**src/rtl/ov7670_packer_types.sv**
```systemverilog
// Shared types and queue marker words for the OV7670 capture path.
// The frame uploader decodes the same marker constants.
package ov7670_packer_types;

  typedef enum logic [2:0] {
    StIdle,
    StWaitVsync,
    StVsyncActive,
    StWaitRow,
    StRowActive,
    StRowPad,
    StFrameEnd
  } state_e;

  localparam logic [16:0] MARK_FRAME_START = 17'h10000;
  localparam logic [16:0] MARK_ROW_START   = 17'h10001;
  localparam logic [16:0] MARK_FRAME_END   = 17'h1FFFF;
  localparam logic [16:0] PAD_WORD         = 17'h00000;

  function automatic logic [16:0] pack_pixel(input logic [7:0] hi, input logic [7:0] lo);
    return {1'b0, hi, lo};
  endfunction

endpackage

```
**src/rtl/cam_edge_detect.sv**
```systemverilog
// Registers camera vsync/href once and produces single-cycle rise/fall strobes
// aligned with the cycle in which the new level is first sampled.
module cam_edge_detect (
  input  logic clk,
  input  logic reset_n,
  input  logic vsync,
  input  logic href,
  output logic vsync_rise,
  output logic vsync_fall,
  output logic href_rise,
  output logic href_fall
);

  logic vsync_q;
  logic href_q;

  always_ff @(posedge clk) begin
    if (!reset_n) begin
      vsync_q <= 1'b0;
      href_q  <= 1'b0;
    end else begin
      vsync_q <= vsync;
      href_q  <= href;
    end
  end

  assign vsync_rise = vsync & ~vsync_q;
  assign vsync_fall = ~vsync & vsync_q;
  assign href_rise  = href & ~href_q;
  assign href_fall  = ~href & href_q;

endmodule

```
**src/rtl/ov7670_frame_packer.sv**
```systemverilog
// Converts the OV7670 vsync/href/byte stream into 17-bit queue words: RGB565 pixels
// plus frame/row markers, with every forwarded row forced to exactly FRAME_WIDTH pixels.
module ov7670_frame_packer
  import ov7670_packer_types::*;
#(
  parameter int unsigned FRAME_WIDTH  = 640,
  parameter int unsigned FRAME_HEIGHT = 480
) (
  input  logic        clk,
  input  logic        reset_n,
  input  logic        enable,
  input  logic        cam_vsync,
  input  logic        cam_href,
  input  logic [7:0]  cam_data,
  input  logic        queue_full,
  output logic        queue_wr_en,
  output logic [16:0] queue_data,
  output logic        frame_done,
  output logic        overflow,
  output logic        frame_error,
  output logic        busy
);

  localparam logic [10:0] Width  = 11'(FRAME_WIDTH);
  localparam logic [10:0] Height = 11'(FRAME_HEIGHT);

  state_e      state;
  logic [10:0] col_cnt;
  logic [10:0] row_cnt;
  logic        phase;
  logic [7:0]  hi_byte;
  logic        pend_valid;
  logic [16:0] pend_word;

  logic vsync_rise, vsync_fall, href_rise, href_fall;

  cam_edge_detect u_edge (
    .clk        (clk),
    .reset_n    (reset_n),
    .vsync      (cam_vsync),
    .href       (cam_href),
    .vsync_rise (vsync_rise),
    .vsync_fall (vsync_fall),
    .href_rise  (href_rise),
    .href_fall  (href_fall)
  );

  logic        drain;
  logic        slot_free;
  logic        mark_req;
  logic [16:0] mark_word;
  logic        pix_done;
  logic        fs_written;

  // The pending marker always owns the queue port first; other words need a free slot.
  assign drain     = pend_valid && !queue_full;
  assign slot_free = !pend_valid && !queue_full;

  always_comb begin
    mark_req  = 1'b0;
    mark_word = MARK_FRAME_START;
    case (state)
      StVsyncActive: mark_req = vsync_fall;
      StWaitRow: begin
        if (!vsync_rise && href_rise && (row_cnt < Height)) begin
          mark_req  = 1'b1;
          mark_word = MARK_ROW_START;
        end
      end
      default: ;
    endcase
  end

  assign pix_done   = (state == StRowActive) && cam_href && phase && (col_cnt < Width);
  assign fs_written = (drain && (pend_word == MARK_FRAME_START)) ||
                      (mark_req && slot_free && (mark_word == MARK_FRAME_START));
  assign busy       = (state != StIdle);

  always_ff @(posedge clk) begin
    if (!reset_n) begin
      state       <= StIdle;
      col_cnt     <= '0;
      row_cnt     <= '0;
      phase       <= 1'b0;
      hi_byte     <= '0;
      pend_valid  <= 1'b0;
      pend_word   <= '0;
      queue_wr_en <= 1'b0;
      queue_data  <= '0;
      frame_done  <= 1'b0;
      overflow    <= 1'b0;
      frame_error <= 1'b0;
    end else begin
      queue_wr_en <= 1'b0;
      queue_data  <= '0;
      frame_done  <= queue_wr_en && (queue_data == MARK_FRAME_END);

      if (drain) begin
        queue_wr_en <= 1'b1;
        queue_data  <= pend_word;
        pend_valid  <= 1'b0;
      end

      if (mark_req) begin
        if (slot_free) begin
          queue_wr_en <= 1'b1;
          queue_data  <= mark_word;
        end else if (!pend_valid || drain) begin
          pend_valid <= 1'b1;
          pend_word  <= mark_word;
        end else begin
          // Second marker while one is still stuck behind a full queue: flag the loss.
          overflow <= 1'b1;
        end
      end

      if (pix_done) begin
        col_cnt <= col_cnt + 11'd1;
        if (slot_free) begin
          queue_wr_en <= 1'b1;
          queue_data  <= pack_pixel(hi_byte, cam_data);
        end else begin
          overflow <= 1'b1;
        end
      end

      unique case (state)
        StIdle: begin
          if (enable) state <= StWaitVsync;
        end
        StWaitVsync: begin
          if (vsync_rise) state <= StVsyncActive;
        end
        StVsyncActive: begin
          if (vsync_fall) begin
            row_cnt     <= '0;
            frame_error <= 1'b0;
            state       <= StWaitRow;
          end
        end
        StWaitRow: begin
          if (vsync_rise) begin
            state <= StFrameEnd;
          end else if (href_rise && (row_cnt < Height)) begin
            // The href rise cycle already carries the first (high) byte of the row.
            col_cnt <= '0;
            hi_byte <= cam_data;
            phase   <= 1'b1;
            state   <= StRowActive;
          end
        end
        StRowActive: begin
          if (!cam_href) begin
            row_cnt <= row_cnt + 11'd1;
            phase   <= 1'b0;
            state   <= (col_cnt < Width) ? StRowPad : StWaitRow;
          end else if (!phase) begin
            hi_byte <= cam_data;
            phase   <= 1'b1;
          end else begin
            phase <= 1'b0;
          end
        end
        StRowPad: begin
          if (href_rise) frame_error <= 1'b1;
          if (col_cnt >= Width) begin
            state <= StWaitRow;
          end else if (slot_free) begin
            queue_wr_en <= 1'b1;
            queue_data  <= PAD_WORD;
            col_cnt     <= col_cnt + 11'd1;
            if (col_cnt + 11'd1 == Width) state <= StWaitRow;
          end
        end
        StFrameEnd: begin
          if (slot_free) begin
            queue_wr_en <= 1'b1;
            queue_data  <= MARK_FRAME_END;
            if (row_cnt < Height) frame_error <= 1'b1;
            state <= enable ? StVsyncActive : StIdle;
          end
        end
        default: state <= StIdle;
      endcase

      if (fs_written) overflow <= 1'b0;

      // Silence unused-edge warnings for the strobe only relevant implicitly via cam_href.
      if (href_fall && state == StIdle) phase <= 1'b0;
    end
  end

endmodule
```
**config.mk**
```make
export PLATFORM = sky130hd
export DESIGN_NAME = ov7670_frame_packer
export DESIGN_NICKNAME = d
export VERILOG_FILES = /design/src/rtl/ov7670_packer_types.sv /design/src/rtl/cam_edge_detect.sv /design/src/rtl/ov7670_frame_packer.sv
export SDC_FILE = /design/constraint.sdc
export NUM_CORES = 1
export LEC_CHECK = 0
export CORE_UTILIZATION = 35
export DETAILED_ROUTE_END_ITERATION = 10
export SLEW_MARGIN = 5
export SYNTH_ARGS = -nofsm -noshare
export SYNTH_HDL_FRONTEND = slang
export SYNTH_HIERARCHICAL = 1
export SYNTH_SLANG_ARGS = --single-unit
```
**constraint.sdc**
```tcl
create_clock -name clk -period 2.9 [get_ports clk]
set_input_delay 0.58 -clock clk [delete_from_list [all_inputs] [get_ports clk]]
set_output_delay 0.58 -clock clk [all_outputs]
set_load 0.005 [all_outputs]
```
# Word level (Yosys, flattened, before mapping)
# Index checks and enable logic that the tools add are counted.
# op_classes
n_addsub,2
multipliers,0
div_mod_pow,0
n_lt_le_gt_ge,3
eq_ne,24
shifts,0
n_mux,67
bitwise_logic,10
reduce_logical,31
# op_table
op,count
$mux W17,8
$mux W11,7
$eq A17 B17 Y1 const B,3
$pmux W11 S2,2
$pmux W17 S2,1
$mux W3,11
$mux W8,4
$mux W1,27
$add A11 B1 Y11 const B,2
$ne A2 B2 Y1 const B,11
$pmux W3 S7,1
$pmux W8 S2,1
$logic_and A1 B1 Y1,13
$eq A11 B10 Y1 const B,1
$ge A11 B10 Y1 const B,1
$lt A11 B10 Y1 const B,1
$lt A11 B9 Y1 const B,1
$reduce_and A5 Y1,2
$eq A3 B3 Y1 const B,3
$ne A3 B3 Y1 const B,3
$reduce_and A3 Y1,3
$reduce_and A8 Y1,1
$eq A3 B2 Y1 const B,2
$not A1 Y1,6
other kinds (11),22
# word_totals
reg_bits,75
latch_bits,0
mem_bits_rw,0
rom_bits,0
in_bits,14
output_inout_bits,22
word_cells,151
mem_count,0

# Longest topological paths before layout
# Gate-level depths: netlist of run 1.
# logic_depth
ltp_word,14
depth_mapped,8

# Modules after synthesis
# The synthesis of run 1 kept the hierarchy.
# modules_own_cells
mod,n_inst,cells_per_inst,area_per_inst_um2,seq_area_each_um2
ov7670_frame_packer,1,325,2763.9,1161.1
cam_edge_detect,1,8,77.6,40.0

# Worst setup path before layout of run 1
# No wires, ideal clock.
# synth_timing
path_kind,input to register
from,input port cam_href
to,register hi_byte[0]
setup_ns,0.128
arrival_time_ns,2.170
t_required_ns,2.772
path_slack_ns,0.602
cell_stages,8
n_path_buf,2
cell_sequence,nor2b_1 -> or4bb_1 -> or3_1 -> buf_2 -> o31a_1 -> buf_2 -> mux2i_1 -> nor2_1
# synth_between
elab_chain_cells,4
# synth_lines
item,line_no,rtl
from (decl),ov7670_frame_packer.sv:13,"input logic cam_href,"
$and A1 B1 Y1,cam_edge_detect.sv:29,assign href_rise = href & ~href_q;
$logic_and A1 B1 Y1,ov7670_frame_packer.sv:144,end else if (href_rise && (row_cnt < Height)) begin
$ne A2 B2 Y1 (no source line),n/a,
$reduce_and A5 Y1 (no source line) *,n/a,
to (signal assigned),ov7670_frame_packer.sv:147,hi_byte <= cam_data;
to (signal assigned),ov7670_frame_packer.sv:158,hi_byte <= cam_data;
to (decl),ov7670_frame_packer.sv:31,logic [7:0] hi_byte;
# Mark *: on every way between the ends. The rest lies on a longest branch, timed or not.
# A chain may end at the register's enable or synchronous reset.

# Final worst setup path of run 1
# layout_timing
from,input port cam_href
to,register hi_byte[0]
# layout_between
elab_chain_cells,4
# layout_lines
item,line_no,rtl
$and A1 B1 Y1,cam_edge_detect.sv:29,
net href_rise,ov7670_frame_packer.sv:35,"logic vsync_rise, vsync_fall, href_rise, href_fall;"
$logic_and A1 B1 Y1,ov7670_frame_packer.sv:144,
$ne A2 B2 Y1 (no source line),n/a,
$reduce_and A5 Y1 (no source line),n/a,
# The timed path passes the listed nets, and every way through them passes these cells.

==> results of run 1 <==
[worst max path at each step]
| stage | startpoint | endpoint | slack, ps | cells past startpoint |
|---|---|---|---|---|
| after floorplan | cam_href | hi_byte[0] | 600 | 8 |
| after CTS | cam_href | hi_byte[0] | 440 | 7 |
| after global placement | cam_href | hi_byte[4] | 130 | 7 |
| final | cam_href | hi_byte[0] | 440 | 7 |
| after detailed placement | cam_href | hi_byte[5] | 100 | 7 |
| after global routing | cam_href | phase | 290 | 6 |
[per-layer routing]
metal,vias up,part of all wire
li1,1281,-
met1,1178,0.50
met2,50,0.45
met3,8,0.039
met4,0,0.0098
met5,-,0
[power by group through the flow]
stage | Clock (mW) | Sequential [mW] | Combinational (mW)
CTS | 0.798 | 0.891 | 0.383
global route | 0.840 | 0.898 | 0.420
global placement | 0 | 0.909 | 0.382
floorplan | 0 | 0.903 | 0.246
finish | 0.780 | 0.891 | 0.385
detailed placement | 0 | 0.909 | 0.381
[cell type report]
cell class | count | area (sq um)
clock buffer | 9 | 123.9
clock inverter | 7 | 81.33
fill | 795 | 4265
inverter | 10 | 37.54
multi-input combinational | 241 | 1508
sequential | 60 | 1201
tap | 102 | 127.6
timing repair buffer | 50 | 462.9
[cells in the final DEF, fill, tap and decap left out, types with 4 or more instances in the layout]
cell type / instances
nand2b_1: 4
xor2_1: 7
inv_1: 9
nor2b_1: 8
dfxtp_1: 60
and2_1: 4
nand2_1: 28
a21oi_1: 31
clkdlybuf4s50_1: 35
buf_4: 15
or3_1: 8
and4_1: 6
nand4_1: 12
o21ai_0: 12
nor2_1: 30
nand3_1: 15
nor3_1: 4
mux2i_1: 9
xnor2_1: 5
clkbuf_8: 9
a31oi_1: 5
[state kept, by name (all words and copies together), names as in the netlist, 2 cells and up, named ones only]
register    count
state           3
col_cnt        11
row_cnt        11
pend_word       2
queue_data     17
hi_byte         8
[through the flow]
stage                     hold slack [ps]  setup slack, ps  power [mW]
final                               465.7            441.0       2.056
after floorplan                     436.0            602.2       1.148
after CTS                           465.6            437.2       2.072
after global placement              444.8            126.5       1.291
after detailed placement            450.5            97.04       1.290
after global routing                489.8            294.7       2.158
[worst max-delay path: cells and delay by family]
| kind | cells | cell delay [ps] |
|---|---|---|
| simple gates | 4 | 1100 |
| mux | 1 | 220 |
| buf+inv | 1 | 490 |
| compound gates | 1 | 280 |
[cells by family after synthesis]
logic type | Yosys count | share of synthesized area
compound gates | 79 | 0.1797
xor+xnor | 12 | 0.03699
fa+ha+maj | 3 | 0.01321
mux | 9 | 0.03171
buf+inv | 32 | 0.04667
flops | 60 | 0.4227
simple gates | 138 | 0.2690
==> flow_metrics.env, run 1 <==
export IMPL_synthArstFlopShare=0
export IMPL_cts_buffers=9
export IMPL_area_growth_pct=24.66
export IMPL_use_met1=0.2254
export IMPL_first_global_vias=2324
export IMPL_status="finished, final reports clean"
export IMPL_synth_edf_count=0
export IMPL_worstSkewPairLatency_ps=340
export IMPL_clk_path_buf_depth=2
export IMPL_power_internal_mw=1.452
export IMPL_p_leak_nw=1.312
export IMPL_cp_slowest_cell="or4bb_1"
export IMPL_synth_main_ff_cell="dfxtp_1"
export IMPL_grt_util_met2=0.2618
export IMPL_hold_depth=2
export IMPL_synthCells=333
export IMPL_routed_via_count=2517
export IMPL_critPathMaxFanout=9
export IMPL_max_slew_margin=0.6349
export IMPL_track_usage=0.1689
export IMPL_pwr_share_clk=0.379
export IMPL_viasPerCell=5.255
export IMPL_max_freq_mhz=406.7
export IMPL_dr_pass1_iters=4
export IMPL_grtUsageMet3=0.05224
export IMPL_cts_num_sinks=60
export IMPL_postLayoutCellArea_sq_um=3542
export IMPL_grt_ovfl_total=0
export IMPL_crit_arrival_ps=2680
export IMPL_dieArea_sq_um=8482
export IMPL_start_util=0.3639
export IMPL_antenna_found_initial=0
export IMPL_r2r_slack_ps=660
export IMPL_rsz0062_at_grt="no"
export IMPL_nets=389
export IMPL_yosys_area_top_type_share=0.4227
export IMPL_core_area_sq_um=7807
export IMPL_hold_violations=0
export IMPL_hpwl_mm=4.777
export IMPL_rows=32
export IMPL_syn_avg_cell_area_sq_um=8.533
export IMPL_start_kind="input port"
export IMPL_slowest_delay_ps=540
export IMPL_postCtsSetupBuffers=0
export IMPL_yosys_top_cells_area="dfxtp_1 42%, a21oi_1 5.5%, nor2_1 4.0%, nand2_1 3.7%, mux2i_1 3.2%"
export IMPL_fin_skew_ps=9.530
export IMPL_swShare=0.2935
export IMPL_irDropWorstVdd_mv=0.2826
export IMPL_grt_pass1_wl_mm=11.21
export IMPL_wl_per_cell_um=13.84
export IMPL_fin_setup_tns_ps=0
export IMPL_yosysMostFrequentCell="dfxtp_1"
export IMPL_crit_path_end_kind="flop"
export IMPL_drv_cap=0
export IMPL_die_y_um=92.10
export IMPL_ys_seq_elements=60
export IMPL_layout_drive_gt1_share=0.09549
export IMPL_root_buffer="clkbuf_8"
export IMPL_yosysWarnings=6
export IMPL_cts_hold_buf=0
export IMPL_antenna_left=0
export IMPL_period_share=0.8479
export IMPL_seqPwrFrac=0.434
export IMPL_path_cells="clkdlybuf4s50_1 -> nor2b_1 -> or4bb_1 -> or3_1 -> o31a_1 -> mux2i_1 -> nor2_1"
export IMPL_synthTopCellsByCount="60 x dfxtp_1, 31 x a21oi_1, 30 x nor2_1"
export IMPL_drcViolationCount=0
export IMPL_die_width_um=92.10
export IMPL_r2r_cells=5
export IMPL_portBuffers=35
export IMPL_required_ps=3120
export IMPL_fin_util=0.4537
export IMPL_ys_types=58
export IMPL_routed_wl_mm=6.627
export IMPL_r2r_start="state[0]"
export IMPL_p_per_area_nw_per_um2=580.4
export IMPL_drtIter0Drc=127
export IMPL_finalSetupViolCount=0
export IMPL_tightest_slew_ps=547.7
export IMPL_synth_nets=350
export IMPL_busiest_layer="met2"
export IMPL_pwr_share_comb=0.187
export IMPL_synth_top_cell_by_area="dfxtp_1"
export IMPL_cts_max_level=3
export IMPL_timing_rr_end="col_cnt[8]"
export IMPL_postPlaceCellArea_sq_um=3337
export IMPL_hold_class="reg -> reg"
export IMPL_fin_cells=479
export IMPL_slew_viol_final=0
export IMPL_path_clk_slew_ps=80
export IMPL_grt_start_max_net_pins=32
export IMPL_syn_area_sq_um=2841
export IMPL_period_needed_ps=2459
export IMPL_hold_start="hi_byte[4]"
export IMPL_crit_type="in -> reg"
export IMPL_diodes=0
export IMPL_min_to="queue_data[12]"
export IMPL_p_sw_uw=603.3
export IMPL_cts_tree="built"
export IMPL_gp_congestion=0.8557
export IMPL_yosysSeqAreaShare=0.4227
export IMPL_cts_resized=0
export IMPL_dp_cells=463
export IMPL_boundaryPins=36
Note: power is estimated with default switching activity, not from simulation.
==> inputs of run 2 (changes only) <==
==> constraint.sdc (replaced) <==
create_clock -name clk -period 2.4 [get_ports clk]
set_input_delay 0.48 -clock clk [delete_from_list [all_inputs] [get_ports clk]]
set_output_delay 0.48 -clock clk [all_outputs]
set_load 0.005 [all_outputs]
==> flow_metrics.env, run 2 (synthesis gave the netlist of run 1 again) <==
export IMPL_largest_register_ffs=17
export IMPL_core_area_sq_um=7807
export IMPL_pre_cts_slack_ps=-318.0
export IMPL_gp_congestion=0.8478
export IMPL_clk_path_buf_depth=2
export IMPL_path_cells="clkdlybuf4s50_1 -> buf_4 -> or3b_2 -> buf_4 -> a2111oi_2 -> nand3_1 -> xor2_1 -> nor2_1"
export IMPL_grt_util_met2=0.2774
export IMPL_rows=32
export IMPL_wl_per_cell_um=13.80
export IMPL_status="finished, final reports clean"
export IMPL_p_leak_nw=1.395
export IMPL_cp_num_buf_inv=3
export IMPL_hpwl_mm=5.029
export IMPL_mostFrequentLayoutCells="60 x dfxtp_1, 35 x clkdlybuf4s50_1, 31 x a21oi_1, 31 x buf_4, 30 x nor2_1"
export IMPL_boundaryPins=36
export IMPL_critPathTopFamily="buffers and inverters"
export IMPL_use_met1=0.2374
export IMPL_dieArea_sq_um=8482
export IMPL_cts_hold_buf=0
export IMPL_antenna_found_initial=0
export IMPL_layout_commonest_cell="dfxtp_1"
export IMPL_hold_depth=2
export IMPL_root_buffer="clkbuf_8"
export IMPL_start_util=0.3639
export IMPL_critPathMaxFanout=7
export IMPL_nets=406
export IMPL_irDropWorstVdd_mv=0.3058
export IMPL_fin_skew_ps=9.052
export IMPL_portBuffers=35
export IMPL_period_needed_ps=2251
export IMPL_grt_ovfl_total=0
export IMPL_die_y_um=92.10
export IMPL_path_clk_slew_ps=70
export IMPL_tightest_slew_ps=424.8
export IMPL_slowest_delay_ps=470
export IMPL_start_kind="input port"
export IMPL_setup_ws_ps=148.6
export IMPL_track_usage=0.1762
export IMPL_fin_setup_tns_ps=0
export IMPL_diodes=0
export IMPL_whs_ps=461.4
export IMPL_cts_num_sinks=60
export IMPL_max_freq_mhz=444.2
export IMPL_grt_pass1_wl_mm=11.88
export IMPL_finalSetupViolCount=0
export IMPL_viasPerCell=5.212
export IMPL_routed_via_count=2585
export IMPL_first_global_vias=2438
export IMPL_layout_drive_gt1_share=0.1396
export IMPL_cts_tree="built"
export IMPL_crit_type="in -> reg"
export IMPL_hold_violations=0
export IMPL_die_width_um=92.10
export IMPL_required_ps=2610
export IMPL_p_per_area_nw_per_um2=692.7
export IMPL_dr_pass1_iters=4
export IMPL_grtUsageMet3=0.04726
export IMPL_crit_top_cell="buf_4"
export IMPL_postCtsSetupBuffers=0
export IMPL_busiest_layer="met2"
export IMPL_antenna_left=0
export IMPL_top_regs="queue_data (17), col_cnt (11), row_cnt (11)"
export IMPL_cts_max_level=3
export IMPL_worstSkewPairLatency_ps=330
export IMPL_rsz0062_at_grt="no"
export IMPL_grt_start_max_net_pins=32
export IMPL_crit_arrival_ps=2460
export IMPL_crit_path_end_kind="flop"
export IMPL_postPlaceCellArea_sq_um=3477
export IMPL_period_share=0.9381
export IMPL_cp_depth=8
export IMPL_drtIter0Drc=133
export IMPL_cts_buffers=9
export IMPL_drv_cap=0
export IMPL_hold_class="reg -> reg"
export IMPL_cp_slowest_cell="or3b_2"
export IMPL_r2r_cells=6
export IMPL_cts_resized=0
export IMPL_drcViolationCount=0
export IMPL_max_slew_margin=0.7159
export IMPL_routed_wl_mm=6.844
export IMPL_area_growth_pct=29.77
export IMPL_postLayoutCellArea_sq_um=3687
export IMPL_slew_viol_final=0
export IMPL_regMostFlops="queue_data"
[run 2: cell count changes in the layout (fill, tap and decap cells not counted)]
cell / delta
a21boi_0: -1
a21boi_1: +1
buf_12: +1
buf_4: +16
clkinv_4: -2
clkinvlp_4: +1
inv_8: +1
nor2b_1: -1
nor2b_2: +1
o31a_1: -1
o31a_2: +1
[run 2: power breakdown]
part / switching (mW) / internal, mW
clock network: 0.442 / 0.497
registers: 0.0498 / 1.04
logic: 0.245 / 0.281
total: 0.737 / 1.82
[run 2: tightest hold or removal path, cell delays in order (launching register included)]
cell and delay [ps]:
dfxtp_1 320, nand2_1 50, a21oi_1 50
[run 2: final timing paths]
kind                                 start              to  slack (ps)
worst min-delay path            hi_byte[2]  queue_data[10]         460
worst max-delay path              cam_href      row_cnt[7]         150
worst min register to register  hi_byte[2]  queue_data[10]         460
worst max register to register    state[2]      col_cnt[6]         260
[run 2: cell type report]
class | count | area [sq um]
Multi-Input combinational cell | 241 | 1511
Clock buffer | 9 | 123.9
Clock inverter | 7 | 82.58
Sequential cell | 60 | 1201
Tap cell | 102 | 127.6
Timing Repair Buffer | 67 | 603.1
Inverter | 10 | 37.54
Fill cell | 768 | 4120
[run 2: per-layer routing]
layer,vias up,routed length [um]
li1,1310,-
met1,1235,3355
met2,38,3224
met3,2,223
met4,0,40
met5,-,0
[run 2: stage by stage]
step	total power [mW]	utilization	instances
2_1_floorplan	1.387	-	333
3_3_place_gp	1.633	0.4454	480
3_5_place_dp	1.633	0.4454	480
4_1_cts	2.580	0.4718	496
5_1_grt	2.692	0.4723	496
6_report	2.554	0.4723	496
